**config.mk**
```make
export PLATFORM = sky130hd
export DESIGN_NAME = ps2_frame_rx
export DESIGN_NICKNAME = d
export VERILOG_FILES = /design/src/rtl/ps2_pkg.sv /design/src/rtl/ps2_byte_fifo.sv /design/src/rtl/ps2_frame_rx.sv
export SDC_FILE = /design/constraint.sdc
export NUM_CORES = 1
export LEC_CHECK = 0
export BUFFER_PORTS_ARGS = -buffer_cell sky130_fd_sc_hd__buf_2
export CAP_MARGIN = 5
export CORE_MARGIN = 8
export CORE_UTILIZATION = 54
export CTS_CLUSTER_SIZE = 16
export DETAILED_ROUTE_END_ITERATION = 16
export GPL_TIMING_DRIVEN = 0
export PLACE_DENSITY = 0.75
export SLEW_MARGIN = 5
export SYNTH_ARGS = -nofsm -noshare
export SYNTH_HDL_FRONTEND = slang
export SYNTH_SLANG_ARGS = --single-unit
export TNS_END_PERCENT = 20
```
**constraint.sdc**
```tcl
create_clock -name clk -period 1.9 [get_ports clk]
set_input_delay 0.475 -clock clk [delete_from_list [all_inputs] [get_ports clk]]
set_output_delay 0.475 -clock clk [all_outputs]
set_load 0.005 [all_outputs]
```
**src/rtl/ps2_pkg.sv**
```systemverilog
// Shared PS/2 definitions: frame FSM encoding, frame bit levels and
// scan-code prefixes also used by the key-matrix converter.
package ps2_pkg;

    typedef enum logic [1:0] {
        IDLE   = 2'd0,
        DATA   = 2'd1,
        PARITY = 2'd2,
        STOP   = 2'd3
    } ps2_state_t;

    localparam logic START_BIT = 1'b0;
    localparam logic STOP_BIT  = 1'b1;

    localparam logic [7:0] BREAK_CODE = 8'hF0;
    localparam logic [7:0] EXT_CODE   = 8'hE0;

    function automatic logic odd_parity_ok(input logic [7:0] b, input logic p);
        return ^{b, p};
    endfunction

endpackage

```
**src/rtl/ps2_byte_fifo.sv**
```systemverilog
// First-word fall-through byte FIFO with rd handshake and overrun pulse.
// Built only when PS2_RX_FIFO_EN is defined.
module ps2_byte_fifo
    import ps2_pkg::*;
#(
    parameter int AW = 2
) (
    input  logic       clk,
    input  logic       rst,
    input  logic       push,
    input  logic [7:0] push_data,
    input  logic       rd,
    output logic [7:0] data,
    output logic       valid,
    output logic       overrun
);

    localparam int DEPTH = 1 << AW;

    logic [7:0]  mem [DEPTH];
    logic [AW-1:0] wptr;
    logic [AW-1:0] rptr;
    logic [AW:0]   count;
    logic [7:0]    hold;
    logic          pop;
    logic          full;
    logic          wr;

    assign valid = (count != '0);
    assign full  = (count == (AW+1)'(DEPTH));
    assign pop   = rd && valid;
    // A pop frees the head slot in the same cycle, so a full push still lands.
    assign wr    = push && (!full || pop);
    assign data  = valid ? mem[rptr] : hold;

    always_ff @(posedge clk) begin
        if (wr) mem[wptr] <= push_data;
    end

    always_ff @(posedge clk or negedge rst) begin
        if (!rst) begin
            wptr    <= '0;
            rptr    <= '0;
            count   <= '0;
            hold    <= '0;
            overrun <= 1'b0;
        end else begin
            if (wr)  wptr <= wptr + AW'(1);
            if (pop) rptr <= rptr + AW'(1);
            if (pop) hold <= mem[rptr];
            count   <= count + (AW+1)'(wr) - (AW+1)'(pop);
            overrun <= push && full && !pop;
        end
    end

endmodule

```
**src/rtl/ps2_frame_rx.sv**
```systemverilog
// PS/2 device-to-host deframer: sync, tick, clock filter, frame FSM, buffer.
// Define PS2_RX_FIFO_EN for a 2**FIFO_AW byte FIFO instead of one register.
module ps2_frame_rx
    import ps2_pkg::*;
#(
    parameter int CLK_DIV       = 250,
    parameter int FILT_LEN      = 4,
    parameter int TIMEOUT_TICKS = 4000,
    parameter int FIFO_AW       = 2
) (
    input  logic       clk,
    input  logic       rst,
    input  logic       ps2_clk,
    input  logic       ps2_dat,
    input  logic       rd,
    output logic [7:0] data,
    output logic       valid,
    output logic       err_parity,
    output logic       err_frame,
    output logic       overrun
);

    localparam int DIV_W = (CLK_DIV > 1) ? $clog2(CLK_DIV) : 1;
    localparam int RUN_W = $clog2(FILT_LEN + 1);
    localparam int TO_W  = $clog2(TIMEOUT_TICKS + 1);

    logic             clk_s1, clk_s2, dat_s1, dat_s2;
    logic [DIV_W-1:0] div_cnt;
    logic             tick;
    logic             filt_clk;
    logic [RUN_W-1:0] run_cnt;
    logic             fall;

    ps2_state_t state, state_n;
    logic [7:0]      shreg, shreg_n;
    logic [2:0]      bitcnt, bitcnt_n;
    logic            par, par_n;
    logic [TO_W-1:0] to_cnt, to_n;
    logic            push, perr_n, ferr_n;

    always_ff @(posedge clk or negedge rst) begin
        if (!rst) begin
            clk_s1 <= 1'b1;
            clk_s2 <= 1'b1;
            dat_s1 <= 1'b1;
            dat_s2 <= 1'b1;
        end else begin
            clk_s1 <= ps2_clk;
            clk_s2 <= clk_s1;
            dat_s1 <= ps2_dat;
            dat_s2 <= dat_s1;
        end
    end

    assign tick = (div_cnt == DIV_W'(CLK_DIV - 1));

    always_ff @(posedge clk or negedge rst) begin
        if (!rst) div_cnt <= '0;
        else      div_cnt <= tick ? '0 : div_cnt + DIV_W'(1);
    end

    // Filtered level flips only after FILT_LEN consecutive differing ticks.
    always_ff @(posedge clk or negedge rst) begin
        if (!rst) begin
            filt_clk <= 1'b1;
            run_cnt  <= '0;
        end else if (tick) begin
            if (clk_s2 != filt_clk) begin
                if (run_cnt == RUN_W'(FILT_LEN - 1)) begin
                    filt_clk <= ~filt_clk;
                    run_cnt  <= '0;
                end else begin
                    run_cnt <= run_cnt + RUN_W'(1);
                end
            end else begin
                run_cnt <= '0;
            end
        end
    end

    assign fall = tick && filt_clk && !clk_s2 &&
                  (run_cnt == RUN_W'(FILT_LEN - 1));

    always_comb begin
        state_n  = state;
        shreg_n  = shreg;
        bitcnt_n = bitcnt;
        par_n    = par;
        to_n     = to_cnt;
        push     = 1'b0;
        perr_n   = 1'b0;
        ferr_n   = 1'b0;

        if (state == IDLE || fall) to_n = '0;
        else if (tick)             to_n = to_cnt + TO_W'(1);

        if (state != IDLE && tick && !fall &&
            to_cnt == TO_W'(TIMEOUT_TICKS - 1)) begin
            state_n = IDLE;
            ferr_n  = 1'b1;
            shreg_n = '0;
            to_n    = '0;
        end else if (fall) begin
            unique case (state)
                IDLE: begin
                    if (dat_s2 == START_BIT) begin
                        state_n  = DATA;
                        bitcnt_n = '0;
                        shreg_n  = '0;
                    end else begin
                        ferr_n = 1'b1;
                    end
                end
                DATA: begin
                    shreg_n  = {dat_s2, shreg[7:1]};
                    bitcnt_n = bitcnt + 3'd1;
                    if (bitcnt == 3'd7) state_n = PARITY;
                end
                PARITY: begin
                    par_n   = dat_s2;
                    state_n = STOP;
                end
                STOP: begin
                    state_n = IDLE;
                    if (dat_s2 != STOP_BIT)              ferr_n = 1'b1;
                    else if (!odd_parity_ok(shreg, par)) perr_n = 1'b1;
                    else                                 push   = 1'b1;
                end
                default: state_n = IDLE;
            endcase
        end
    end

    always_ff @(posedge clk or negedge rst) begin
        if (!rst) begin
            state      <= IDLE;
            shreg      <= '0;
            bitcnt     <= '0;
            par        <= 1'b0;
            to_cnt     <= '0;
            err_parity <= 1'b0;
            err_frame  <= 1'b0;
        end else begin
            state      <= state_n;
            shreg      <= shreg_n;
            bitcnt     <= bitcnt_n;
            par        <= par_n;
            to_cnt     <= to_n;
            err_parity <= perr_n;
            err_frame  <= ferr_n;
        end
    end

`ifdef PS2_RX_FIFO_EN
    ps2_byte_fifo #(
        .AW(FIFO_AW)
    ) u_fifo (
        .clk      (clk),
        .rst      (rst),
        .push     (push),
        .push_data(shreg),
        .rd       (rd),
        .data     (data),
        .valid    (valid),
        .overrun  (overrun)
    );
`else
    // Single holding register; a simultaneous rd makes room for the push.
    always_ff @(posedge clk or negedge rst) begin
        if (!rst) begin
            data    <= '0;
            valid   <= 1'b0;
            overrun <= 1'b0;
        end else begin
            overrun <= 1'b0;
            if (push) begin
                if (!valid || rd) begin
                    data  <= shreg;
                    valid <= 1'b1;
                end else begin
                    overrun <= 1'b1;
                end
            end else if (rd && valid) begin
                valid <= 1'b0;
            end
        end
    end
`endif

endmodule

```
==> metrics, run 1 <==
status finished with violations; failing checks negative setup slack; Yosys Warn Count 0; # diodes 0; core area roughly 4700 um2; Cell variety after synth 43; Final Setup Violations 3; DIE HEIGHT 85.56 um; I/O pin count 17; # DRC 0; cells after synthesis approximately 240; total wire length 4.859 mm; endpoint class of the critical path flip-flop; Peak VDD IR ~0.38 mV; routed vias/inst between 5 and 6; RSZ-0062 raised after global routing true; DR vias 1873; vias in the first global route roughly 1800; WP buf/inv 0; syn nets roughly 250; design area slightly above 3000 um2; fillers 364; Seq/Total Area, Yosys about half; final core utilization between 60 and 70%; largest delay contributor family on the critical path simple AND/OR/NAND/NOR gates; Place WS -109.0 ps; setup TNS -34.12 ps; clk_lat worst skew 310 ps; Worst EP required ~2100 ps; Routed WL per cell roughly 15 um; total grt overflow 0; share of layout cells above drive strength 1 between 20% and 30%; register bit total from synthesis 54; initial antenna violation count 0; Num CTS Buffers 5; CP Launch Type flip-flop; gr usage total approximately 14%; Final Hold Viols 0; slew at the pin closest to its max-slew limit between 600 and 700 ps; Max Clock Skew 9.014 ps; leakage approximately 1.4 nW; largest net degree at the start of global routing 55; clk sinks 54; share of flip-flops with an asynchronous set or reset 100.0%; DIE WIDTH about 86 um; die area about 7300 um2; Row Count 25; Worst Path Arrival between 2000 and 2500 ps; Worst-path clk slew around 100 ps; CTS Buffer Depth 2; antenna viol nets, final 0; FMAX 520.0 MHz; Starting DRT DRC Count between 80 and 90; CP max-delay cell or4b_4; final count of pins violating max slew 0; Initial Util a little under three fifths; area grow syn2layout 16.14%; root buf cell clkbuf_8; DRT Pass-1 Iters 4; kind of critical path flip-flop to flip-flop; Final WS setup -23.07 ps; slowest stage delay, CP about 600 ps; Most used DFF post-synth dfrtp_1; I/O Buffers 16; Power Dens Cells slightly above 600 nW/um2; HP Class input pin to asynchronous set/reset pin; minimum clock period slightly below 2000 ps; nets 284; number of flops mapped to enable cells by yosys 0; Post-Syn Area between 2000 and 3000 um2; CTS H-tree lvls 2; Max Fanout on Critical Path 6; RePlAce Congestion roughly 0.8; cells along the critical path ha_4 > nand4bb_4 > or4b_4 > a21oi_4 > mux2i_1 > nor2_1; syn_area_per_cell approximately 11 um2; total of max-cap violations 0; first-pass GRT wire length between 8 and 9 mm; placed cell area 2760 um2; DP Wirelength about 3.2 mm; slew margin rel. around 57%; Final Power approximately 1.8 mW; CTS tree done; period utilisation layout 101.2%
==> through the flow <==
stage,instances,hold WS [ps]
5_1_grt,324,237.0
2_1_floorplan,236,179.4
3_5_place_dp,306,347.6
4_1_cts,320,242.3
6_report,324,185.1
3_3_place_gp,306,346.5
==> logic make-up (layout without fill, tap and decap cells) <==
logic type                 count (synthesis)  count (layout)  share of synthesized area [%]
adders and majority gates                 10              10                          4.789
xor gates and xnor gates                  15              15                          5.843
and+or+nand+nor                           81              81                          17.58
buffers and inverters                     15              49                          2.251
muxes                                     13              13                          5.556
DFF                                       54              54                          51.96
AOI/OAI and AO/OA                         48              48                          12.02
==> path summary, 6_finish.rpt <==
kind	cells past startpoint	from	slack (ps)	end
worst max register to register	6	run_cnt[0]	-20	state[1]
max in group asynchronous	1	rst	1290	data[7]
worst min register to register	0	clk_s1	360	clk_s2
worst max-delay path	6	run_cnt[0]	-20	state[1]
worst min-delay path	1	rst	190	to_cnt[5]
min in group clk	1	ps2_dat	250	dat_s1
==> cell usage in the layout, fill, tap and decap left out, types with 4 or more instances in the layout <==
master	synthesis	routed
dfrtp_1	49	49
nand2_1	19	19
buf_2	2	16
nor2_1	17	15
o21ai_0	15	13
mux2_2	12	12
a22o_1	10	10
buf_4	0	10
a21oi_1	10	9
inv_1	9	8
xnor2_1	8	8
ha_1	10	8
nand3_1	6	6
and3_1	7	6
xor2_1	5	5
and4_1	6	5
dfstp_2	5	5
clkbuf_8	0	5
or3_1	4	4
nand4_1	4	4
nor3_1	5	4
==> routing by layer <==
metal	vias to the layer above	GRT usage, %	wire length [um]
li1	909	-	-
met1	937	16.84	2243
met2	22	23.55	2390
met3	5	3.152	155
met4	0	5.096	69
met5	-	0	0
==> power by group <==
group / switching, mW / total, mW / internal [mW]
sequential: 0.00187 / 1.16 / 1.16
combinational: 0.0269 / 0.0346 / 0.00771
clock: 0.385 / 0.652 / 0.266
total: 0.414 / 1.84 / 1.43
==> sequential cells by signal, indices dropped and copies added (netlist names), 2 cells and up <==
| name | flops |
|---|---|
| run_cnt | 3 |
| data | 8 |
| shreg | 8 |
| div_cnt | 8 |
| bitcnt | 3 |
| to_cnt | 12 |
| state | 2 |
==> area by class of cell <==
class / instances / area [um2] / area share (%)
Timing Repair Buffer: 27 / 172.7 / 5.691
Multi-Input combinational cell: 167 / 1281 / 42.23
Inverter: 9 / 33.78 / 1.113
Buffer: 5 / 27.53 / 0.9072
Clock inverter: 3 / 25.02 / 0.8247
Sequential cell: 54 / 1358 / 44.74
Tap cell: 54 / 67.56 / 2.227
Clock buffer: 5 / 68.82 / 2.268
==> Yosys cell counts, types with 2 or more instances <==
| master | n | share of area (%) |
|---|---|---|
| dfrtp_1 | 49 | 47 |
| nand2_1 | 19 | 2.7 |
| nor2_1 | 17 | 2.4 |
| o21ai_0 | 15 | 2.9 |
| mux2_2 | 12 | 5.2 |
| a21oi_1 | 10 | 1.9 |
| a22o_1 | 10 | 3.4 |
| ha_1 | 10 | 4.8 |
| inv_1 | 9 | 1.3 |
| xnor2_1 | 8 | 2.7 |
| and3_1 | 7 | 1.7 |
| and4_1 | 6 | 2.0 |
| nand3_1 | 6 | 1.1 |
| dfstp_2 | 5 | 5.0 |
| nor3_1 | 5 | 0.96 |
| xor2_1 | 5 | 1.7 |
| clkbuf_1 | 4 | 0.57 |
| nand4_1 | 4 | 0.96 |
| or3_1 | 4 | 0.96 |
| a31oi_1 | 3 | 0.72 |
| nor2b_1 | 3 | 0.72 |
| o31ai_1 | 3 | 0.86 |
| buf_2 | 2 | 0.38 |
==> what timing repair did <==
item | in CTS | in global routing
setup endpoints to repair | 23 | 36
setup buffers | 6 | 5
pin swaps | 4 | 6
gates cloned | 0 | 0
hold buffers | 0 | 0
resized for setup | 11 | 14
Power figures use the tool's default switching activity.
==> run 2, diff against run 1 <==
Settings changed: REMOVE_ABC_BUFFERS set to 1.
==> metrics, run 2 (synthesized netlist as in run 1, its figures left out) <==
antenna viol nets, final 0 (unchanged); final core utilization 65.87% (+1.2 points); slew at the pin closest to its max-slew limit 656.8 ps (+9.730 ps); Peak VDD IR 0.3659 mV (-2.9%); cell count after placement 300 (-2.0%); FF-to-FF Start to_cnt[1]; Routed WL per cell 15.64 um (+4.3%); RePlAce Congestion 0.7890 (-2.3%); period utilisation layout 99.57% (-1.6 points); Max Fanout on Critical Path 6 (unchanged); gr usage total 14.77% (+0.87 points); slew margin rel. 56.21% (-0.65 points); kind of critical path flip-flop to flip-flop; total grt overflow 0 (unchanged); total of max-cap violations 0 (unchanged); final count of pins violating max slew 0 (unchanged); Final Non-Filler Cells 324 (unchanged); DRT Pass-1 Iters 4 (unchanged); core area 4692 um2 (unchanged); DP Wirelength 3.207 mm (+1.4%); CTS Buffer Depth 2 (unchanged); minimum clock period 1892 ps (-31.17 ps); vias in the first global route 1903 (+6.2%); Final Hold Viols 0 (unchanged); Top reg by flops to_cnt; I/O Buffers 16 (unchanged); largest net degree at the start of global routing 55 (unchanged); Max Clock Skew 11.70 ps (+2.687 ps); DIE HEIGHT 85.56 um (unchanged); RSZ-0062 raised after global routing true; endpoint class of the critical path flip-flop; worst setup path endpoint to_cnt[5]; # diodes 0 (unchanged); root buf cell clkbuf_8; hold_ws 181.2 ps (-3.967 ps); clk sinks 54 (unchanged); Num CTS Buffers 5 (unchanged); Worst-path clk slew 100 ps (about the same); setup TNS 0 ps (+34.12 ps); routed vias/inst 5.873 (+1.6%); commonest cells after routing, fill and taps aside dfrtp_1, nand2_1; design area 3090 um2 (+1.9%); Final Setup Violations 0 (-3); DIE WIDTH 85.56 um (unchanged); CTS tree done; Initial Util 55.68% (unchanged); I/O pin count 17 (unchanged); nets 284 (unchanged); HP Class input pin to asynchronous set/reset pin; area grow syn2layout 18.29%; worst setup path start to_cnt[1]; FMAX 528.6 MHz (+1.6%); Worst R2R Path Depth 6 (unchanged); RR Endpoint to_cnt[5]; max FFs per register 12 (unchanged); Row Count 25 (unchanged); first-pass GRT wire length 8.887 mm (+7.4%); share of layout cells above drive strength 1 28.15% (+1.1 points); Final WS setup 8.091 ps (+31.17 ps); CTS H-tree lvls 2 (unchanged); Place WS -566.8 ps (-457.8 ps); Starting DRT DRC Count 142 (+67%); CP Launch Type flip-flop; # DRC 0 (unchanged); placed cell area 2735 um2 (-0.91%); initial antenna violation count 0 (unchanged); most common cell after layout, fill and taps aside dfrtp_1; Final Power 1.985 mW (+7.6%); DR vias 1903 (+1.6%); total wire length 5.067 mm (+4.3%); Worst Path Arrival 2100 ps (-30 ps); Worst EP required 2110 ps (about the same); flop2flop setup slack 8 ps (+30 ps); status completed; clk_lat worst skew 310 ps (about the same); leakage 1.467 nW (+3.6%); Power Dens Cells 642.4 nW/um2 (+5.7%); die area 7320 um2 (unchanged)
[run 2: worst min-delay path by stage]
stage                       start          to  slack (ps)  depth (start not counted)
after floorplan               rst   bitcnt[0]         180                          0
after global placement     clk_s1      clk_s2         350                          0
after CTS                 ps2_dat      dat_s1         260                          1
final                         rst  to_cnt[10]         180                          1
after detailed placement   clk_s1      clk_s2         350                          0
after global routing          rst  to_cnt[10]         250                          1
[run 2: what timing repair did]
| action | 4_1_cts | 5_1_grt |
|---|---|---|
| gates resized for setup | 15 | 10 |
| pin swaps | 8 | 2 |
| endpoints found under the hold margin | 0 | 0 |
| setup buffers | 15 | 1 |
| cloned | 0 | 0 |
| hold buffers | 0 | 0 |
| endpoints found under the setup margin | 35 | 30 |
[run 2: final cells by class]
| cell class | instances | area [um2] |
|---|---|---|
| sequential | 54 | 1358 |
| inverter | 9 | 33.78 |
| clock buffer | 7 | 86.33 |
| multi-input combinational | 167 | 1305 |
| timing repair buffer | 32 | 210.2 |
| tap | 54 | 67.56 |
| fill | 355 | 1602 |
| clock inverter | 1 | 30.03 |
[run 2: layer usage]
layer	up-vias	wire length, um	global-route usage (%)
met5	-	0	0
met4	0	48	4.777
met3	5	215	3.343
met2	34	2505	23.91
met1	946	2297	19.06
li1	918	-	-
[run 2: critical path, stage by stage (launching register included)]
cell	delay [ps]
dfrtp_1	410
ha_1	210
and4_1	240
and4_4	220
or2_4	280
or3_1	340
o21ai_0	90
[run 2: power by group]
group          internal [mW]  total [mW]  switching, mW
registers               1.16        1.16        0.00517
logic                0.00731      0.0315         0.0242
clock network          0.430       0.792          0.362
